<file path="config.mk">
export PLATFORM = sky130hd
export DESIGN_NAME = fp_exp_ternary_stage
export DESIGN_NICKNAME = d
export VERILOG_FILES = /design/src/rtl/fp_approx_pkg.sv /design/src/rtl/fp_exp_operand_map.sv /design/src/rtl/fp_exp_ternary_stage.sv
export SDC_FILE = /design/constraint.sdc
export NUM_CORES = 1
export LEC_CHECK = 0
export ABC_AREA = 1
export BUFFER_PORTS_ARGS = -buffer_cell sky130_fd_sc_hd__buf_2
export CORE_MARGIN = 2
export CORE_UTILIZATION = 44
export CTS_CLUSTER_SIZE = 8
export DETAILED_ROUTE_END_ITERATION = 12
export PLACE_DENSITY_LB_ADDON = 0.25
export REMOVE_ABC_BUFFERS = 1
export SYNTH_ARGS = -nofsm -noshare
export SYNTH_HDL_FRONTEND = slang
export SYNTH_SLANG_ARGS = --single-unit
</file>
<file path="constraint.sdc">
create_clock -name clk -period 2.7 [get_ports clk]
set_clock_uncertainty 0.1 [all_clocks]
set_input_delay 0.27 -clock clk [delete_from_list [all_inputs] [get_ports clk]]
set_output_delay 0.27 -clock clk [all_outputs]
set_load 0.01 [all_outputs]
</file>
<file path="src/rtl/fp_approx_pkg.sv">
// Shared constants and types for the FPApprox exponent datapath.
// Operand bundle carried from the mapper into stage 1.
package fp_approx_pkg;
    localparam int EXP_W    = 8;
    localparam int EXP_BIAS = 127;
    localparam int SHADOW_W = 10;

    localparam logic OP_MUL = 1'b0;
    localparam logic OP_DIV = 1'b1;

    localparam logic [EXP_W-1:0] MUL_Z = 8'h81;
    localparam logic [EXP_W-1:0] DIV_Z = 8'h7F;

    typedef struct packed {
        logic [EXP_W-1:0]           x;
        logic [EXP_W-1:0]           y;
        logic [EXP_W-1:0]           z;
        logic                       cin;
        logic signed [SHADOW_W-1:0] shadow;
    } operand_t;
endpackage

</file>
<file path="src/rtl/fp_exp_operand_map.sv">
// Maps op/a/b onto ternary-adder operands plus the exact signed shadow.
// mul: a+b+(256-BIAS); div: a+~b+BIAS+1 == a-b+BIAS (mod 256).
import fp_approx_pkg::*;

module fp_exp_operand_map #(
    parameter int BIAS = EXP_BIAS
) (
    input  logic             op,
    input  logic [EXP_W-1:0] a,
    input  logic [EXP_W-1:0] b,
    output operand_t         opnd
);
    localparam logic signed [SHADOW_W-1:0] BIAS_S = SHADOW_W'(BIAS);

    logic signed [SHADOW_W-1:0] a_s;
    logic signed [SHADOW_W-1:0] b_s;

    assign a_s = signed'({2'b00, a});
    assign b_s = signed'({2'b00, b});

    always_comb begin
        opnd = '0;
        unique case (1'b1)
            (op == OP_DIV): begin
                opnd.x      = a;
                opnd.y      = ~b;
                opnd.z      = EXP_W'(BIAS);
                opnd.cin    = 1'b1;
                opnd.shadow = a_s - b_s + BIAS_S;
            end
            (op == OP_MUL): begin
                opnd.x      = a;
                opnd.y      = b;
                opnd.z      = EXP_W'(256 - BIAS);
                opnd.cin    = 1'b0;
                opnd.shadow = a_s + b_s - BIAS_S;
            end
        endcase
    end
endmodule

</file>
<file path="src/rtl/fp_exp_ternary_stage.sv">
// Two-register operand/result stage around an external ternary exponent adder.
// Stage 1 drives the adder; stage 2 flags, saturates and cross-checks its sum.
import fp_approx_pkg::*;

module fp_exp_ternary_stage #(
    parameter int TAG_W    = 4,
    parameter int BIAS     = 127,
    parameter int SATURATE = 1,
    parameter int CHECK    = 1
) (
    input  logic             clk,
    input  logic             resetn,
    input  logic             in_valid,
    output logic             in_ready,
    input  logic             in_op,
    input  logic [EXP_W-1:0] in_exp_a,
    input  logic [EXP_W-1:0] in_exp_b,
    input  logic [TAG_W-1:0] in_tag,
    output logic [EXP_W-1:0] add_x,
    output logic [EXP_W-1:0] add_y,
    output logic [EXP_W-1:0] add_z,
    output logic             add_cin,
    input  logic [EXP_W-1:0] add_sum,
    output logic             out_valid,
    input  logic             out_ready,
    output logic [EXP_W-1:0] out_exp,
    output logic             out_ovf,
    output logic             out_unf,
    output logic [TAG_W-1:0] out_tag,
    output logic             chk_err
);
    localparam logic signed [SHADOW_W-1:0] SAT_HI = 10'sd255;
    localparam logic signed [SHADOW_W-1:0] SAT_LO = 10'sd0;

    operand_t                   opnd_d;
    operand_t                   s1_q;
    logic                       s1_valid;
    logic [TAG_W-1:0]           s1_tag;
    logic signed [SHADOW_W-1:0] shadow_q;
    logic                       adv;
    logic                       acc;
    logic                       mv;
    logic                       ovf_d;
    logic                       unf_d;
    logic [EXP_W-1:0]           exp_d;

    fp_exp_operand_map #(
        .BIAS (BIAS)
    ) u_map (
        .op   (in_op),
        .a    (in_exp_a),
        .b    (in_exp_b),
        .opnd (opnd_d)
    );

    assign adv      = !out_valid || out_ready;
    assign in_ready = !s1_valid || adv;
    assign acc      = in_valid && in_ready;
    assign mv       = s1_valid && adv;

    assign add_x    = s1_q.x;
    assign add_y    = s1_q.y;
    assign add_z    = s1_q.z;
    assign add_cin  = s1_q.cin;
    assign shadow_q = s1_q.shadow;

    assign ovf_d = shadow_q >= SAT_HI;
    assign unf_d = shadow_q <= SAT_LO;

    always_comb begin
        exp_d = add_sum;
        if (SATURATE != 0) begin
            if (ovf_d)
                exp_d = '1;
            else if (unf_d)
                exp_d = '0;
        end
    end

    always_ff @(posedge clk) begin
        if (!resetn) begin
            s1_valid  <= 1'b0;
            s1_q      <= '0;
            s1_tag    <= '0;
            out_valid <= 1'b0;
            out_exp   <= '0;
            out_ovf   <= 1'b0;
            out_unf   <= 1'b0;
            out_tag   <= '0;
            chk_err   <= 1'b0;
        end else begin
            // in_ready means stage 1 is empty or draining this cycle
            if (in_ready)
                s1_valid <= in_valid;
            if (acc) begin
                s1_q   <= opnd_d;
                s1_tag <= in_tag;
            end
            if (adv)
                out_valid <= s1_valid;
            if (mv) begin
                out_exp <= exp_d;
                out_ovf <= ovf_d;
                out_unf <= unf_d;
                out_tag <= s1_tag;
            end
            if ((CHECK != 0) && mv && (add_sum != shadow_q[EXP_W-1:0]))
                chk_err <= 1'b1;
        end
    end
endmodule

</file>
==> flow_summary.yaml, run 1 <==
logic_synthesis:
  seq_area_frac_synth_pct: 30.8
  synth-edff-count: 0
  synthFlopType: "dfxtp_1"
  ys_types: 39
  syn_avg_cell_area_um2: 6.66
  synth-seq-cells: 50
  async_reset_ff_share_pct: 0
  postSynthCellCount: 488
  synth_area_mm2: 0.00325
  ys_warn_count: 0
worst_setup_path:
  cpMostUsedCell: "nand3_2"
  path_class: "input pin to flop"
  end_kind: "flop"
  cp.required_ns: 2.85
  reg2reg_slack_ns: 0.70
  crit_fanout: 4
  cp_slowest_cell: "fa_1"
  path_cells: "buf_2, ha_1, fa_1, ha_1, inv_1, nor2_2, nand3_2, nor2_2, nand3_2, nand3_1, nand3_2, a21oi_2"
  cp.arrival_ns: 2.19
  rr_startpoint: "out_valid"
  critPathMaxStageDelay_ns: 0.54
  r2r-end: "shadow_q[1]"
  critPathLaunchType: "input pin"
  r2r_cells: 6
clocking:
  max-clock-path-buffers: 2
  clock-sinks: 50
  postCtsSetupBuffers: 0
  postCtsResizedCells: 0
  hold_buffers: 0
  clock_latency_ns: 0.31
  h-tree-depth: 2
  clk_pin_slew_ns: 0.10
  cts-root-buf: "clkbuf_8"
  cts_buffers: 5
  cts_tree: "done"
die:
  die-area_mm2: 0.00809
  initial_utilization_pct: 45.1
  die_w_um: 90.0
  die_y_um: 90.0
  rows: 31
  io_pins: 75
  coreArea_mm2: 0.00721
route:
  drtIter0Drc: 109
  vias_per_cell: 4.86
  num_vias: 3195
  firstDrtPassIters: 4
  wirelength_um: 7950
  post_drt_wl_per_cell_um: 12.1
  drc: 0
  drtAntennaViolNets: 0
sta:
  hold_viol: 0
  holdWs_ns: 0.103
  fin_crit_sh_pct: 75.6
  slew_headroom_pct: 42.0
  rsz0062_at_grt: "false"
  tightestPinTransition_ns: 0.869
  slew_violations: 0
  fmax_ghz: 0.490
  setup_viol: 0
  tns_ns: 0
  period_needed_ns: 2.04
global_routing:
  grt_first_pass_wirelength_um: 13500
  grt_max_degree: 27
  grt_antenna_before_repair: 0
  first_global_vias: 3004
  grt_overflow: 0
  track_usage_pct: 20.1
cells_and_area:
  fillers: 792
  drive_gt1_share_pct: 22.8
  fin_nets: 610
  antenna_cells: 0
  syn_to_final_growth_pct: 16.7
hold_path:
  whs_path_depth: 3
  hold_path_class: "input pin to flop"
  hp-start: "in_tag[2]"
  holdPathEnd: "s1_tag[2]"
run_status:
  status: "finished, final reports clean"
placement:
  place_congestion: 0.925
  dp_hpwl_um: 6320
  numPortBuffers: 74
power_and_ir_drop:
  peakVddDrop_v: 0.000214
  p_total_uw: 1880
  power.density_mw_per_mm2: 494
  leakagePower_uw: 0.00194
job:
  drv_cap: 0
[sequential cells by signal (all words and copies together), names as in the netlist]
name,count
shadow_q,10
add_x,8
add_y,8
out_exp,8
out_tag,4
s1_tag,4
add_z,3
chk_err,1
out_ovf,1
out_unf,1
out_valid,1
s1_valid,1
[per-layer routing]
| metal | GRT usage (%) | vias to the layer above | wire (um) |
|---|---|---|---|
| met5 | 0 | - | 0 |
| met4 | 3.85 | 0 | 59 |
| met3 | 3.52 | 6 | 319 |
| li1 | - | 1707 | - |
| met1 | 24.0 | 1421 | 3630 |
| met2 | 38.0 | 61 | 3950 |
[cells by family after synthesis]
group | after synthesis | share of synthesized area (%)
simple gates | 250 | 35.4
compound gates | 81 | 13.8
mux | 1 | 0.308
flops | 50 | 30.8
xor+xnor | 5 | 1.35
buf+inv | 81 | 10.4
fa+ha+maj | 20 | 7.93
[Yosys cell counts, types with 3 or more instances]
cell      count  area share, %
inv_1        55            6.3
nand2_4       4            1.4
or2_2         3           0.58
a31oi_1      16            3.1
nand4_1      11            2.1
inv_2         4           0.46
nor2_1       54            6.2
buf_4         8            1.8
dfxtp_1      50             31
nand2_2       9            1.7
o21ai_0      31            4.8
nand3_1      27            4.2
xnor2_1       5            1.3
nor2_2        4           0.77
a21oi_1      25            3.8
clkbuf_1      9            1.0
nand2_1     124             14
nand3_2       6            1.8
ha_1         19            7.3
[critical path, delay by kind of cell]
kind	cells	cell delay, ns
fa+ha+maj	3	0.95
simple gates	6	0.67
buf+inv	2	0.18
compound gates	1	0.13
[worst max path at each step]
stage | to | cells past startpoint | slack (ns) | start
4_1_cts | shadow_q[8] | 12 | 0.65 | in_exp_b[0]
3_3_place_gp | shadow_q[8] | 12 | 0.37 | in_exp_b[0]
3_5_place_dp | shadow_q[8] | 12 | 0.33 | in_exp_b[0]
6_report | shadow_q[8] | 12 | 0.66 | in_exp_b[0]
5_1_grt | add_z[0] | 6 | 0.43 | out_valid
2_1_floorplan | shadow_q[2] | 7 | 0.57 | out_valid
[through the flow]
| step | cells | setup WS [ns] | cell area (um^2) | utilization [%] |
|---|---|---|---|---|
| after floorplan | 468 | 0.571 | 3140 | - |
| after global placement | 649 | 0.371 | 3700 | 51.3 |
| final | 657 | 0.658 | 3800 | 52.6 |
| after CTS | 657 | 0.647 | 3800 | 52.6 |
| after detailed placement | 649 | 0.325 | 3700 | 51.3 |
| after global routing | 657 | 0.431 | 3800 | 52.6 |
[report_power, final]
part	switching [uW]	internal, uW
Clock	279	194
Combinational	362	213
Sequential	33.5	795
[cells in the final DEF (no fill, tap or decap), types with 2 or more instances in the layout]
cell type / count
clkbuf_8: 5
inv_2: 4
o21ai_0: 31
a21oi_1: 25
o21ai_1: 2
nand4_1: 11
xnor2_1: 5
nor2_4: 2
inv_1: 55
nand3_2: 6
nand2_4: 4
ha_1: 19
nor2_2: 4
nand3_1: 27
nand2_1: 124
dfxtp_1: 50
buf_2: 74
nor2_1: 54
or2_2: 3
nor3_1: 2
a31oi_1: 16
buf_4: 8
nand2_2: 9
[area by class of cell]
class | count | area (um^2) | area share [%]
clock buffers | 5 | 68.8 | 1.81
inverters | 61 | 231 | 6.10
multi-input cells | 357 | 1910 | 50.4
well taps | 99 | 124 | 3.26
repair buffers | 82 | 430 | 11.3
clock inverters | 3 | 28.8 | 0.758
flip-flops and latches | 50 | 1000 | 26.4
(Power assumes the default switching activity.)
==> inputs of run 2 (changes only) <==
==> constraint.sdc (replaced) <==
create_clock -name clk -period 2.11 [get_ports clk]
set_clock_uncertainty 0.1 [all_clocks]
set_input_delay 0.211 -clock clk [delete_from_list [all_inputs] [get_ports clk]]
set_output_delay 0.211 -clock clk [all_outputs]
set_load 0.01 [all_outputs]
==> run 2 against run 1 <==
Net effect: core utilization grew 2.2 points; die area is the same; largest cell class unchanged; sequential power grew 28%; power grew 35%; sequential share of layout area shrank 1.1 points; non-clock buffer count grew 19.
==> flow_summary.yaml, run 2 (synthesized netlist as in run 1, its figures left out) <==
die:
  coreArea_mm2: 0.00721
  die-area_mm2: 0.00809
  rows: 31
  io_pins: 75
  die_y_um: 90.0
  initial_utilization_pct: 45.1
  die_w_um: 90.0
worst_setup_path:
  cp.required_ns: 2.26
  path_delay_family: "adder cells"
  path_buf_inv: 2
  critPathLaunchType: "input pin"
  end_kind: "flop"
  path_class: "input pin to flop"
  path_cells: "buf_2, ha_1, fa_1, ha_1, inv_1, nor2_2, nand3_2, nor2_2, nand3_2, nand3_1, nand3_2, a21oi_2"
  crit_fanout: 3
  cp_slowest_cell: "fa_1"
  critPathMaxStageDelay_ns: 0.52
  cp.arrival_ns: 2.09
  cpMostUsedCell: "nand3_2"
  reg2reg_slack_ns: 0.43
placement:
  place_ws_ns: -0.148
  dpl_cell_area_mm2: 0.00384
  place_inst: 668
  dp_hpwl_um: 6460
  numPortBuffers: 74
  place_congestion: 0.891
sta:
  fin_ws_ns: 0.163
  hold_viol: 0
  tightestPinTransition_ns: 0.388
  slew_headroom_pct: 74.0
  period_needed_ns: 1.95
  slew_violations: 0
  setup_viol: 0
  rsz0062_at_grt: "false"
  fin_crit_sh_pct: 92.3
  fmax_ghz: 0.514
clocking:
  clock_latency_ns: 0.30
  cts_buffers: 5
  clk_pin_slew_ns: 0.10
  cts_tree: "done"
  h-tree-depth: 2
  clock-sinks: 50
  max-clock-path-buffers: 2
  cts-root-buf: "clkbuf_8"
route:
  num_vias: 3285
  drc: 0
  firstDrtPassIters: 4
  drtIter0Drc: 79
  drtAntennaViolNets: 0
  vias_per_cell: 4.86
  post_drt_wl_per_cell_um: 11.9
  wirelength_um: 8060
global_routing:
  track_usage_pct: 20.4
  grt_first_pass_wirelength_um: 13800
  grt_max_degree: 27
  grt_antenna_before_repair: 0
  first_global_vias: 3140
  grt_overflow: 0
hold_path:
  hold_path_class: "input pin to flop"
run_status:
  status: "finished, final reports clean"
job:
  drv_cap: 0
cells_and_area:
  mostFrequentLayoutCell: "nand2_1"
  syn_to_final_growth_pct: 21.7
  fin_nets: 629
  antenna_cells: 0
  drive_gt1_share_pct: 25.5
  final_cell_area_mm2: 0.00396
  final_cell_mix: "nand2_1, buf_2, inv_1"
  top_register: "shadow_q"
  largest_register_ffs: 10
  stdcell_count: 676
power_and_ir_drop:
  leakagePower_uw: 0.00204
  power.density_mw_per_mm2: 640
  p_total_uw: 2530
  peakVddDrop_v: 0.000248
## run 2: cell count changes in the layout (fill, tap and decap cells not counted), sizes merged
cell and change:
inv -1, bufinv +1, buf +19
## run 2: where the power goes
part / total [uW] / switching (uW) / internal, uW
Combinational: 781 / 471 / 310
Clock: 691 / 335 / 356
Sequential: 1060 / 43.9 / 1020
Total: 2530 / 851 / 1680
## run 2: final timing paths
path / start / endpoint / cells past startpoint
worst min register to register: chk_err / chk_err / 2
worst max register to register: out_valid / shadow_q[8] / 7
worst min-delay path: in_tag[3] / s1_tag[3] / 3
worst max-delay path: in_exp_a[0] / shadow_q[8] / 12
## run 2: layer usage
metal | wire (um) | GRT usage, %
met5 | 0 | 0
met4 | 123 | 6.15
met3 | 318 | 2.77
met2 | 3980 | 38.4
met1 | 3630 | 24.0
## run 2: worst min-delay path: stages
cell and delay (ns):
buf_2 0.07, o21ai_0 0.07, nor2_1 0.08
## run 2: repair_timing
| item | 4_1_cts | 5_1_grt |
|---|---|---|
| gates resized for setup | 0 | 1 |
| setup endpoints to repair | 0 | 1 |
| hold buffers | 0 | 0 |
| buffers inserted | 0 | 0 |
## run 2: area by class of cell
class	count	area [um^2]
flip-flops and latches	50	1000
clock inverters	3	43.8
inverters	61	231
fillers	755	3260
repair buffers	101	573
well taps	99	124
clock buffers	5	68.8
multi-input cells	357	1910
## run 2: through the flow
stage                     utilization [%]  hold slack [ns]  setup TNS, ns
after global routing                 54.8           0.0611              0
final                                54.8           0.0565              0
after global placement               53.2            0.340         -0.146
after detailed placement             53.2            0.344         -0.304
after CTS                            54.8           0.0504              0
after floorplan                         -            0.209        -0.0299
==> inputs of run 3 (changes only) <==
--- a/config.mk
+++ b/config.mk
@@ -15,4 +15,5 @@
 export REMOVE_ABC_BUFFERS = 1
 export SYNTH_ARGS = -nofsm -noshare
 export SYNTH_HDL_FRONTEND = slang
+export SYNTH_HIERARCHICAL = 1
 export SYNTH_SLANG_ARGS = --single-unit
==> run 3 against run 2 <==
Net effect: critical path depth increased by 5; first-iteration DRC count decreased by 7.6%; synthesized cell count increased by 1.2%; core utilization decreased by 1.2 points; maximum frequency decreased by 3.7%; area after synthesis increased by 7.8%; clock power decreased by 8.1%; sequential share of layout area increased by 1.8 points; sequential cell count increased by 6; combinational power increased by 2%; setup slack got worse by 0.075 ns; register-to-register slack improved by 0.13 ns; largest cell class unchanged; highest routed layer unchanged.
==> flow_summary.yaml, run 3 <==
run_status:
  status: "finished, final reports clean"
logic_synthesis:
  ys_warn_count: 6
  async_reset_ff_share_pct: 0
  synthFlopType: "dfxtp_1"
  ys_types: 37
  synth_top_area_share_pct: 32.0
  synth_area_leaders: "dfxtp_1, nor2_1, ha_1"
  postSynthCellCount: 494
  synth-seq-cells: 56
  synth_common_cells: "nor2_1, nand2_1, dfxtp_1, inv_1, o21ai_0"
  synth-edff-count: 0
  synth_area_mm2: 0.00350
  syn_avg_cell_area_um2: 7.09
  synth_most_common_cell: "nor2_1"
  seq_area_frac_synth_pct: 32.0
  yosys.area.top_type: "dfxtp_1"
cells_and_area:
  syn_to_final_growth_pct: 18.2
  utilization_pct: 53.6
  largest_register_ffs: 10
  top_register: "shadow_q"
  multiInputGateArea_mm2: 0.00199
  drive_gt1_share_pct: 25.6
  stdcell_count: 681
  fin_nets: 637
  antenna_cells: 0
  seq_area_mm2: 0.00112
  fillers: 788
  final_cell_mix: "nor2_1, nand2_1, buf_2"
  mostFrequentLayoutCell: "nor2_1"
route:
  drc: 0
  firstDrtPassIters: 4
  drtAntennaViolNets: 0
  drtIter0Drc: 73
  num_vias: 3255
  wirelength_um: 7720
  post_drt_wl_per_cell_um: 11.3
  vias_per_cell: 4.78
global_routing:
  grt_overflow: 0
  track_usage_pct: 18.0
  grt_first_pass_wirelength_um: 13000
  grt_antenna_before_repair: 0
  first_global_vias: 3003
  grt_max_degree: 35
job:
  drv_cap: 0
clocking:
  clock_latency_ns: 0.32
  cts_buffers: 5
  cts-root-buf: "clkbuf_8"
  cts_tree: "done"
  h-tree-depth: 2
  clk_pin_slew_ns: 0.11
  clock-sinks: 56
  postCtsSetupBuffers: 0
  max-clock-path-buffers: 2
hold_path:
  hold_path_class: "input pin to flop"
  whs_path_depth: 3
worst_setup_path:
  end_kind: "flop"
  cp.arrival_ns: 2.14
  crit_fanout: 3
  path_delay_family: "simple AND/OR/NAND/NOR gates"
  critPathLaunchType: "input pin"
  path_depth: 17
  path_buf_inv: 4
  cp_slowest_cell: "ha_1"
  r2r_cells: 5
  cp.required_ns: 2.22
  path_cells: "buf_2, ha_1, buf_4, xnor2_1, inv_1, ha_1, inv_1, nor2_2, nand2_1, nor2_4, nand3_2, nand2_1, nand2_1, nand3_1, nand2_1, o21ai_0, a21oi_1"
  path_class: "input pin to flop"
  critPathMaxStageDelay_ns: 0.31
  cpMostUsedCell: "nand2_1"
power_and_ir_drop:
  internal_power_uw: 1730
  p_total_uw: 2620
  switching_share_pct: 34.0
  leakagePower_uw: 0.00214
  peakVddDrop_v: 0.000297
  pwr-share-seq_pct: 45.4
  clkPwrFrac_pct: 24.3
  combPwrFrac_pct: 30.3
  net-switching-power_uw: 891
  power.density_mw_per_mm2: 632
die:
  initial_utilization_pct: 45.4
  rows: 32
  coreArea_mm2: 0.00773
  io_pins: 75
  die_w_um: 93.2
  die-area_mm2: 0.00869
  die_y_um: 93.2
placement:
  numPortBuffers: 74
  dp_hpwl_um: 5910
  place_congestion: 0.803
  place_inst: 673
sta:
  fin_crit_sh_pct: 95.8
  slew_headroom_pct: 59.9
  holdWs_ns: 0.0322
  slew_violations: 0
  fmax_ghz: 0.495
  setup_viol: 0
  period_needed_ns: 2.02
  hold_viol: 0
  tns_ns: 0
  tightestPinTransition_ns: 0.601
## run 3: cell type report
| cell class | count | area share, % |
|---|---|---|
| clock inverter | 3 | 0.664 |
| sequential | 56 | 27.1 |
| inverter | 48 | 4.35 |
| multi-input combinational | 358 | 47.9 |
| clock buffer | 5 | 1.66 |
| timing repair buffer | 109 | 15.3 |
| tap | 102 | 3.08 |
## run 3: power groups by stage
stage | Clock [uW] | Sequential [uW] | Combinational [uW]
2_1_floorplan | 0 | 1240 | 458
3_3_place_gp | 0 | 1210 | 767
3_5_place_dp | 0 | 1210 | 785
4_1_cts | 669 | 1190 | 789
5_1_grt | 693 | 1200 | 901
6_report | 635 | 1190 | 794
## run 3: cell families after synthesis
group           after synthesis  share of synthesized area [%]
xor+xnor                     16                           4.00
other cells                   1                          0.107
fa+ha+maj                    26                           9.50
compound gates               94                           14.7
simple gates                221                           27.9
buf+inv                      80                           11.8
flops                        56                           32.0
## run 3: path summary, 6_finish.rpt
check                end   startpoint  slack [ns]
max          shadow_q[8]  in_exp_a[1]        0.09
min            s1_tag[2]    in_tag[2]        0.03
max reg2reg     add_y[7]     s1_valid        0.56
min reg2reg      chk_err      chk_err        0.38
## run 3: tightest hold or removal path: cells and delay by family
family | cells | cell delay (ns)
buffers and inverters | 1 | 0.07
AO/OA/AOI/OAI | 1 | 0.07
AND/OR/NAND/NOR | 1 | 0.07
## run 3: timing repair
item,in CTS,in global routing
setup endpoints to repair,0,3
gates resized for setup,0,5
hold buffers,0,0
## run 3: metrics by stage
step           worst slack (ns)  instance area (um^2)
2_1_floorplan           -0.0562                  3270
3_3_place_gp             -0.183                  4030
3_5_place_dp             -0.218                  4030
4_1_cts                   0.113                  4130
5_1_grt                -0.00111                  4140
6_report                 0.0886                  4140
## run 3: layer usage
metal	global-route usage, %	up-vias	part of all wire [%]	wire length, um
met5	0	-	0	0
met4	4.53	0	1.1	87
met3	3.06	8	4.4	338
met2	32.9	66	48	3690
met1	21.9	1447	47	3600
li1	-	1734	-	-
